===== src/rtl/uart_pkg.sv =====
// Shared UART definitions, used by the receiver and the transmitter.
//   uart_state_t : frame-level FSM states
//   DEF_*        : default clock / line-rate / oversampling constants
//   calc_div     : system clocks per oversampling tick, integer-truncated
package uart_pkg;

    typedef enum logic [2:0] {
        IDLE,
        START,
        DATA,
        PARITY,
        STOP,
        BREAK
    } uart_state_t;

    localparam int DEF_CLK_FREQ   = 100_000_000;
    localparam int DEF_BAUD       = 57_600;
    localparam int DEF_OVERSAMPLE = 16;

    function automatic int calc_div(input int clk_freq, input int baud, input int oversample);
        return clk_freq / (baud * oversample);
    endfunction

endpackage


===== src/rtl/uart_baud_tick.sv =====
// Free-running divisor counter producing one oversampling tick every DIV clocks.
// Ports:
//   clk     : system clock, rising edge
//   reset   : asynchronous, active-low
//   os_tick : one-cycle pulse when the counter reaches DIV-1
module uart_baud_tick
    import uart_pkg::*;
#(
    parameter int DIV = calc_div(DEF_CLK_FREQ, DEF_BAUD, DEF_OVERSAMPLE)
) (
    input  logic clk,
    input  logic reset,
    output logic os_tick
);

    localparam int            CW   = (DIV > 1) ? $clog2(DIV) : 1;
    localparam logic [CW-1:0] LAST = CW'(DIV - 1);

    logic [CW-1:0] cnt;

    always_ff @(posedge clk or negedge reset) begin
        if (!reset) begin
            cnt <= '0;
        end else if (cnt == LAST) begin
            cnt <= '0;
        end else begin
            cnt <= cnt + 1'b1;
        end
    end

    assign os_tick = (cnt == LAST);

endmodule


===== src/rtl/uart_receiver.sv =====
// UART receiver: idle-high serial line, 8N1 (or 8E1), LSB first, 16x oversampling.
// Optional feature macro: UART_RX_PARITY_EN adds an even-parity bit and parity_err.
// Ports:
//   clk        : system clock, rising edge
//   reset      : asynchronous, active-low; clears all state
//   rx         : serial line, asynchronous to clk, idle = 1
//   data       : last good received word
//   valid      : one-cycle pulse when data updates
//   frame_err  : one-cycle pulse when the stop bit samples 0
//   parity_err : (UART_RX_PARITY_EN only) pulses with valid on a parity mismatch
//   busy       : high from start-bit detect until return to IDLE
//   bit_count  : data bits sampled so far in the current frame
module uart_receiver
    import uart_pkg::*;
#(
    parameter int CLK_FREQ   = DEF_CLK_FREQ,
    parameter int BAUD       = DEF_BAUD,
    parameter int OVERSAMPLE = DEF_OVERSAMPLE,
    parameter int WIDTH      = 8
) (
    input  logic             clk,
    input  logic             reset,
    input  logic             rx,
    output logic [WIDTH-1:0] data,
    output logic             valid,
    output logic             frame_err,
`ifdef UART_RX_PARITY_EN
    output logic             parity_err,
`endif
    output logic             busy,
    output logic [3:0]       bit_count
);

    localparam int            DIV       = calc_div(CLK_FREQ, BAUD, OVERSAMPLE);
    localparam int            TW        = $clog2(OVERSAMPLE);
    localparam logic [TW-1:0] MID_TICK  = TW'(OVERSAMPLE / 2 - 1);
    localparam logic [TW-1:0] LAST_TICK = TW'(OVERSAMPLE - 1);
    localparam logic [3:0]    LAST_BIT  = 4'(WIDTH - 1);

    logic             rx_p0, rx_p1, rx_s;
    logic             os_tick;
    logic             armed;
    uart_state_t      state, state_nxt;
    logic [TW-1:0]    tick_cnt;
    logic [WIDTH-1:0] shift_reg;
    logic             mid_pt, sample_pt, start_det;
    logic             cnt_clr, shift_en, load_word, flag_ferr;
`ifdef UART_RX_PARITY_EN
    logic             par_en, par_bit;
`endif

    uart_baud_tick #(.DIV(DIV)) u_tick (
        .clk     (clk),
        .reset   (reset),
        .os_tick (os_tick)
    );

    // ---- stage p0/p1: two-flop synchroniser, idles high ----
    always_ff @(posedge clk or negedge reset) begin
        if (!reset) begin
            rx_p0 <= 1'b1;
            rx_p1 <= 1'b1;
        end else begin
            rx_p0 <= rx;
            rx_p1 <= rx_p0;
        end
    end

    assign rx_s = rx_p1;

    // A line already low at reset release must not look like a start bit.
    always_ff @(posedge clk or negedge reset) begin
        if (!reset) begin
            armed <= 1'b0;
        end else if (os_tick && rx_s) begin
            armed <= 1'b1;
        end
    end

    assign mid_pt    = os_tick && (tick_cnt == MID_TICK);
    assign sample_pt = os_tick && (tick_cnt == LAST_TICK);
    assign start_det = (state == IDLE) && armed && os_tick && !rx_s;

    // ---- frame FSM: state register ----
    always_ff @(posedge clk or negedge reset) begin
        if (!reset) begin
            state <= IDLE;
        end else begin
            state <= state_nxt;
        end
    end

    // ---- frame FSM: next state ----
    always_comb begin
        state_nxt = state;
        case (state)
            IDLE:   if (start_det) state_nxt = START;
            START:  if (mid_pt) state_nxt = rx_s ? IDLE : DATA;
            DATA: begin
                if (sample_pt && (bit_count == LAST_BIT)) begin
`ifdef UART_RX_PARITY_EN
                    state_nxt = PARITY;
`else
                    state_nxt = STOP;
`endif
                end
            end
`ifdef UART_RX_PARITY_EN
            PARITY: if (sample_pt) state_nxt = STOP;
`endif
            STOP:   if (sample_pt) state_nxt = rx_s ? IDLE : BREAK;
            BREAK:  if (os_tick && rx_s) state_nxt = IDLE;
            default: state_nxt = IDLE;
        endcase
    end

    // ---- frame FSM: outputs / datapath controls ----
    always_comb begin
        busy      = (state != IDLE);
        cnt_clr   = 1'b0;
        shift_en  = 1'b0;
        load_word = 1'b0;
        flag_ferr = 1'b0;
`ifdef UART_RX_PARITY_EN
        par_en    = 1'b0;
`endif
        case (state)
            IDLE, BREAK: cnt_clr = 1'b1;
            // Tick count restarts at mid start bit so later samples land on bit centres.
            START: cnt_clr = mid_pt;
            DATA: begin
                cnt_clr  = sample_pt;
                shift_en = sample_pt;
            end
`ifdef UART_RX_PARITY_EN
            PARITY: begin
                cnt_clr = sample_pt;
                par_en  = sample_pt;
            end
`endif
            STOP: begin
                cnt_clr   = sample_pt;
                load_word = sample_pt && rx_s;
                flag_ferr = sample_pt && !rx_s;
            end
            default: ;
        endcase
    end

    // ---- datapath registers ----
    always_ff @(posedge clk or negedge reset) begin
        if (!reset) begin
            tick_cnt  <= '0;
            bit_count <= '0;
            shift_reg <= '0;
            data      <= '0;
            valid     <= 1'b0;
            frame_err <= 1'b0;
        end else begin
            valid     <= load_word;
            frame_err <= flag_ferr;

            if (cnt_clr) begin
                tick_cnt <= '0;
            end else if (os_tick) begin
                tick_cnt <= tick_cnt + 1'b1;
            end

            if (start_det) begin
                bit_count <= '0;
            end else if (shift_en) begin
                bit_count <= bit_count + 1'b1;
            end

            // LSB arrives first, so shift in from the top.
            if (shift_en) begin
                shift_reg <= {rx_s, shift_reg[WIDTH-1:1]};
            end

            if (load_word) begin
                data <= shift_reg;
            end
        end
    end

`ifdef UART_RX_PARITY_EN
    // Even parity: XOR over data bits and the parity bit must be 0.
    always_ff @(posedge clk or negedge reset) begin
        if (!reset) begin
            par_bit    <= 1'b0;
            parity_err <= 1'b0;
        end else begin
            if (par_en) begin
                par_bit <= rx_s;
            end
            parity_err <= load_word && ((^shift_reg) ^ par_bit);
        end
    end
`endif

endmodule

===== config.mk =====
export PLATFORM = sky130hd
export DESIGN_NAME = uart_receiver
export DESIGN_NICKNAME = d
export VERILOG_FILES = /design/src/rtl/uart_pkg.sv /design/src/rtl/uart_baud_tick.sv /design/src/rtl/uart_receiver.sv
export SDC_FILE = /design/constraint.sdc
export NUM_CORES = 1
export LEC_CHECK = 0
export CAP_MARGIN = 20
export CELL_PAD_IN_SITES_DETAIL_PLACEMENT = 2
export CELL_PAD_IN_SITES_GLOBAL_PLACEMENT = 2
export CORE_MARGIN = 8
export CORE_UTILIZATION = 38
export CTS_BUF_LIST = sky130_fd_sc_hd__clkbuf_16
export DETAILED_ROUTE_END_ITERATION = 6
export PLACE_DENSITY = 0.77
export SYNTH_ARGS = -nofsm -noshare
export SYNTH_HDL_FRONTEND = slang
export SYNTH_SLANG_ARGS = --single-unit
export TNS_END_PERCENT = 30

===== constraint.sdc =====
create_clock -name clk -period 1.9 [get_ports clk]
set_input_delay 0.38 -clock clk [delete_from_list [all_inputs] [get_ports clk]]
set_output_delay 0.38 -clock clk [all_outputs]
set_load 0.05 [all_outputs]

==> reports/qor.yml <==
power_and_ir_drop:
  p_int_w: 0.001586
  switchingPower_w: 0.0003395
  sw_frac_of_total_pct: 17.63
  seqPwrFrac_pct: 43.6
  power_density_nw_per_um2: 854.6
  power_frac_comb_pct: 1.1
  vdd_drop_max_mv: 0.4613
  leakagePower_nw: 1.112
  clock_power_share_pct: 55.4
critical_path:
  crit_family: "buffers and inverters"
  cp_max_fo: 2
  critPathKind: "flip-flop to output pin"
  worstPathCellList: "clkdlybuf4s50_1"
  critPathCaptureType: "output pin"
  crit_slowest_cell: "clkdlybuf4s50_1"
  cpPeakStageDelay_ps: 820
  cp_data_required_time_ps: 1520
  start_kind: "flip-flop"
  crit_buf_inv: 1
  arrival_ps: 1460
clocking:
  clock_latency_ps: 280
  cts_made_buffers: 5
  clock_path_buffers: 2
  cts-root-buf: "clkbuf_16"
  h-tree-depth: 2
  tritoncts: "done"
  clk_pin_slew_ps: 60
  cts.sinks: 39
place:
  portBuffers: 17
  gp_congestion: 0.8434
  dp_hpwl_um: 3073
  pre_cts_slack_ps: 128.6
sta:
  final.setup_skew_ps: 7.369
  finalSetupTns_ps: 0
  whs_ps: 146.3
  slew_headroom_pct: 65.73
  setup_ws_ps: 57.44
  hold_viol_final: 0
  max_freq_mhz: 542.7
  finalSetupViolations: 0
  finalCritPeriodShare_pct: 96.98
  period_minus_slack_ps: 1843
  max_slew.worst_pin.slew_ps: 512.5
  rsz0062_at_grt: "no"
  slew_violations: 0
outcome:
  outcome: "finished, final reports clean"
route:
  drt_first_pass_iters: 4
  dr.first_iter.drc_count: 23
  ant_nets: 0
  drc: 0
  via_per_inst: 5.352
  vias: 1231
  wl_um: 4490
  post_drt_wl_per_cell_um: 19.52
run:
  maxCapViolCount: 0
layout:
  final_common_cell: "dfrtp_1"
  layout.nets: 181
  drive_above_1_share_pct: 34.09
  antenna_cells: 0
  syn_to_final_growth_pct: 24.98
  num-fill-cells: 466
  mostFrequentLayoutCells: "dfrtp_1 (37), buf_4 (21), mux2_2 (16)"
logic_synthesis:
  synth_cell_types: 43
  yosys-top-cells-area: "dfrtp_1 (51%), mux2_2 (10%), dfstp_2 (2.9%)"
  synth_cells: 145
  synth_ff_type: "dfrtp_1"
  synth.yosys.seq_area_share_pct: 54.27
  synth-async-reset-ratio_pct: 100.0
  synth_top_area_share_pct: 51.35
  synth_edf_count: 0
  ys_ff_latch: 39
  synthesis.nets: 151
  synthesis.area_um2: 1803
  ys_warn_count: 0
  synth_top_area_cell: "dfrtp_1"
  avgSynthCellArea_um2: 12.43
min_path:
  min-delay-path-class: "input pin to asynchronous set/reset pin"
floorplan:
  die_y_um: 84.88
  dieArea_um2: 7205
  io_pins: 18
  initial_core_util_pct: 38.68
  design.core.area_um2: 4661
  rows: 25
  fp.dieW_um: 84.88
global_routing:
  grt_max_degree: 40
  grt.total_usage_pct: 13.75
  grt_util_met3_pct: 3.089
  use_met1_pct: 16.30
  busiest_layer: "met2"
  grt_pass1_wl_um: 7631
  antenna_found_initial: 0
  grt_pass1_vias: 1439
  use_met2_pct: 23.34
  overflow: 0
## metal layers
metal,vias to the layer above,wire [um]
met3,5,130
li1,575,-
met1,635,1996
met4,0,70
met2,16,2293
met5,-,0
## power by group through the flow
stage | clock, W | sequential (W) | combinational [W]
2_1_floorplan | 0 | 0.000850 | 0.00000387
3_3_place_gp | 0 | 0.000853 | 0.0000207
3_5_place_dp | 0 | 0.000853 | 0.0000218
4_1_cts | 0.00109 | 0.000838 | 0.0000221
5_1_grt | 0.00112 | 0.000839 | 0.0000244
6_report | 0.00107 | 0.000839 | 0.0000203
## stage by stage
step / util (%) / cells / area [um2] / total power (W)
after detailed placement: 44.16 / 222 / 2058 / 0.0008750
after floorplan: - / 145 / 1803 / 0.0008540
final: 48.35 / 230 / 2253 / 0.001926
after global placement: 44.16 / 222 / 2058 / 0.0008734
after global routing: 48.35 / 230 / 2253 / 0.001982
after CTS: 48.24 / 230 / 2248 / 0.001953
## worst paths after layout
| path | startpoint | end | slack [ps] | depth (start not counted) |
|---|---|---|---|---|
| max reg2reg | tick_cnt[0] | tick_cnt[1] | 130 | 6 |
| min | reset | shift_reg[2] | 150 | 2 |
| max in group asynchronous | reset | rx_p1 | 1380 | 2 |
| max | data[7] | data[7] | 60 | 1 |
| min reg2reg | rx_p0 | rx_p1 | 370 | 0 |
| min in group clk | rx_p0 | rx_p1 | 370 | 0 |
## kinds of logic (layout without fill, tap and decap cells)
family / Yosys count / count (layout) / share of synthesized area, %
fa+ha+maj: 3 / 3 / 2.082
simple gates: 53 / 53 / 19.50
buf+inv: 10 / 41 / 3.331
flops: 39 / 39 / 54.27
mux: 17 / 17 / 10.55
xor+xnor: 9 / 9 / 4.372
compound gates: 14 / 14 / 5.898
## timing repair
action / 4_1_cts / 5_1_grt
setup endpoints to repair: 1 / 1
pin swaps: 0 / 0
setup buffers: 0 / 0
hold buffers: 0 / 0
gates resized for setup: 1 / 1
## Yosys cell counts (all sizes together), types with 3 or more instances
| cell type | number |
|---|---|
| dfrtp | 37 |
| mux2 | 16 |
| nor2 | 11 |
| buf | 6 |
| and3 | 5 |
| nand2 | 5 |
| nand3 | 5 |
| nor3 | 5 |
| xnor2 | 5 |
| inv | 4 |
| o21ai | 4 |
| xor2 | 4 |
| ha | 3 |
| nand4 | 3 |
| nor2b | 3 |
| nor3b | 3 |
## final cells by class
class | instances | area [um2] | area share (%)
Sequential cell | 39 | 978.4 | 43.42
Clock inverter | 3 | 63.81 | 2.832
Timing Repair Buffer | 29 | 232.7 | 10.33
Inverter | 4 | 15.01 | 0.6663
Tap cell | 54 | 67.56 | 2.998
Multi-Input combinational cell | 96 | 770.7 | 34.20
Clock buffer | 5 | 125.1 | 5.552
Note: power is estimated with default switching activity, not from simulation.
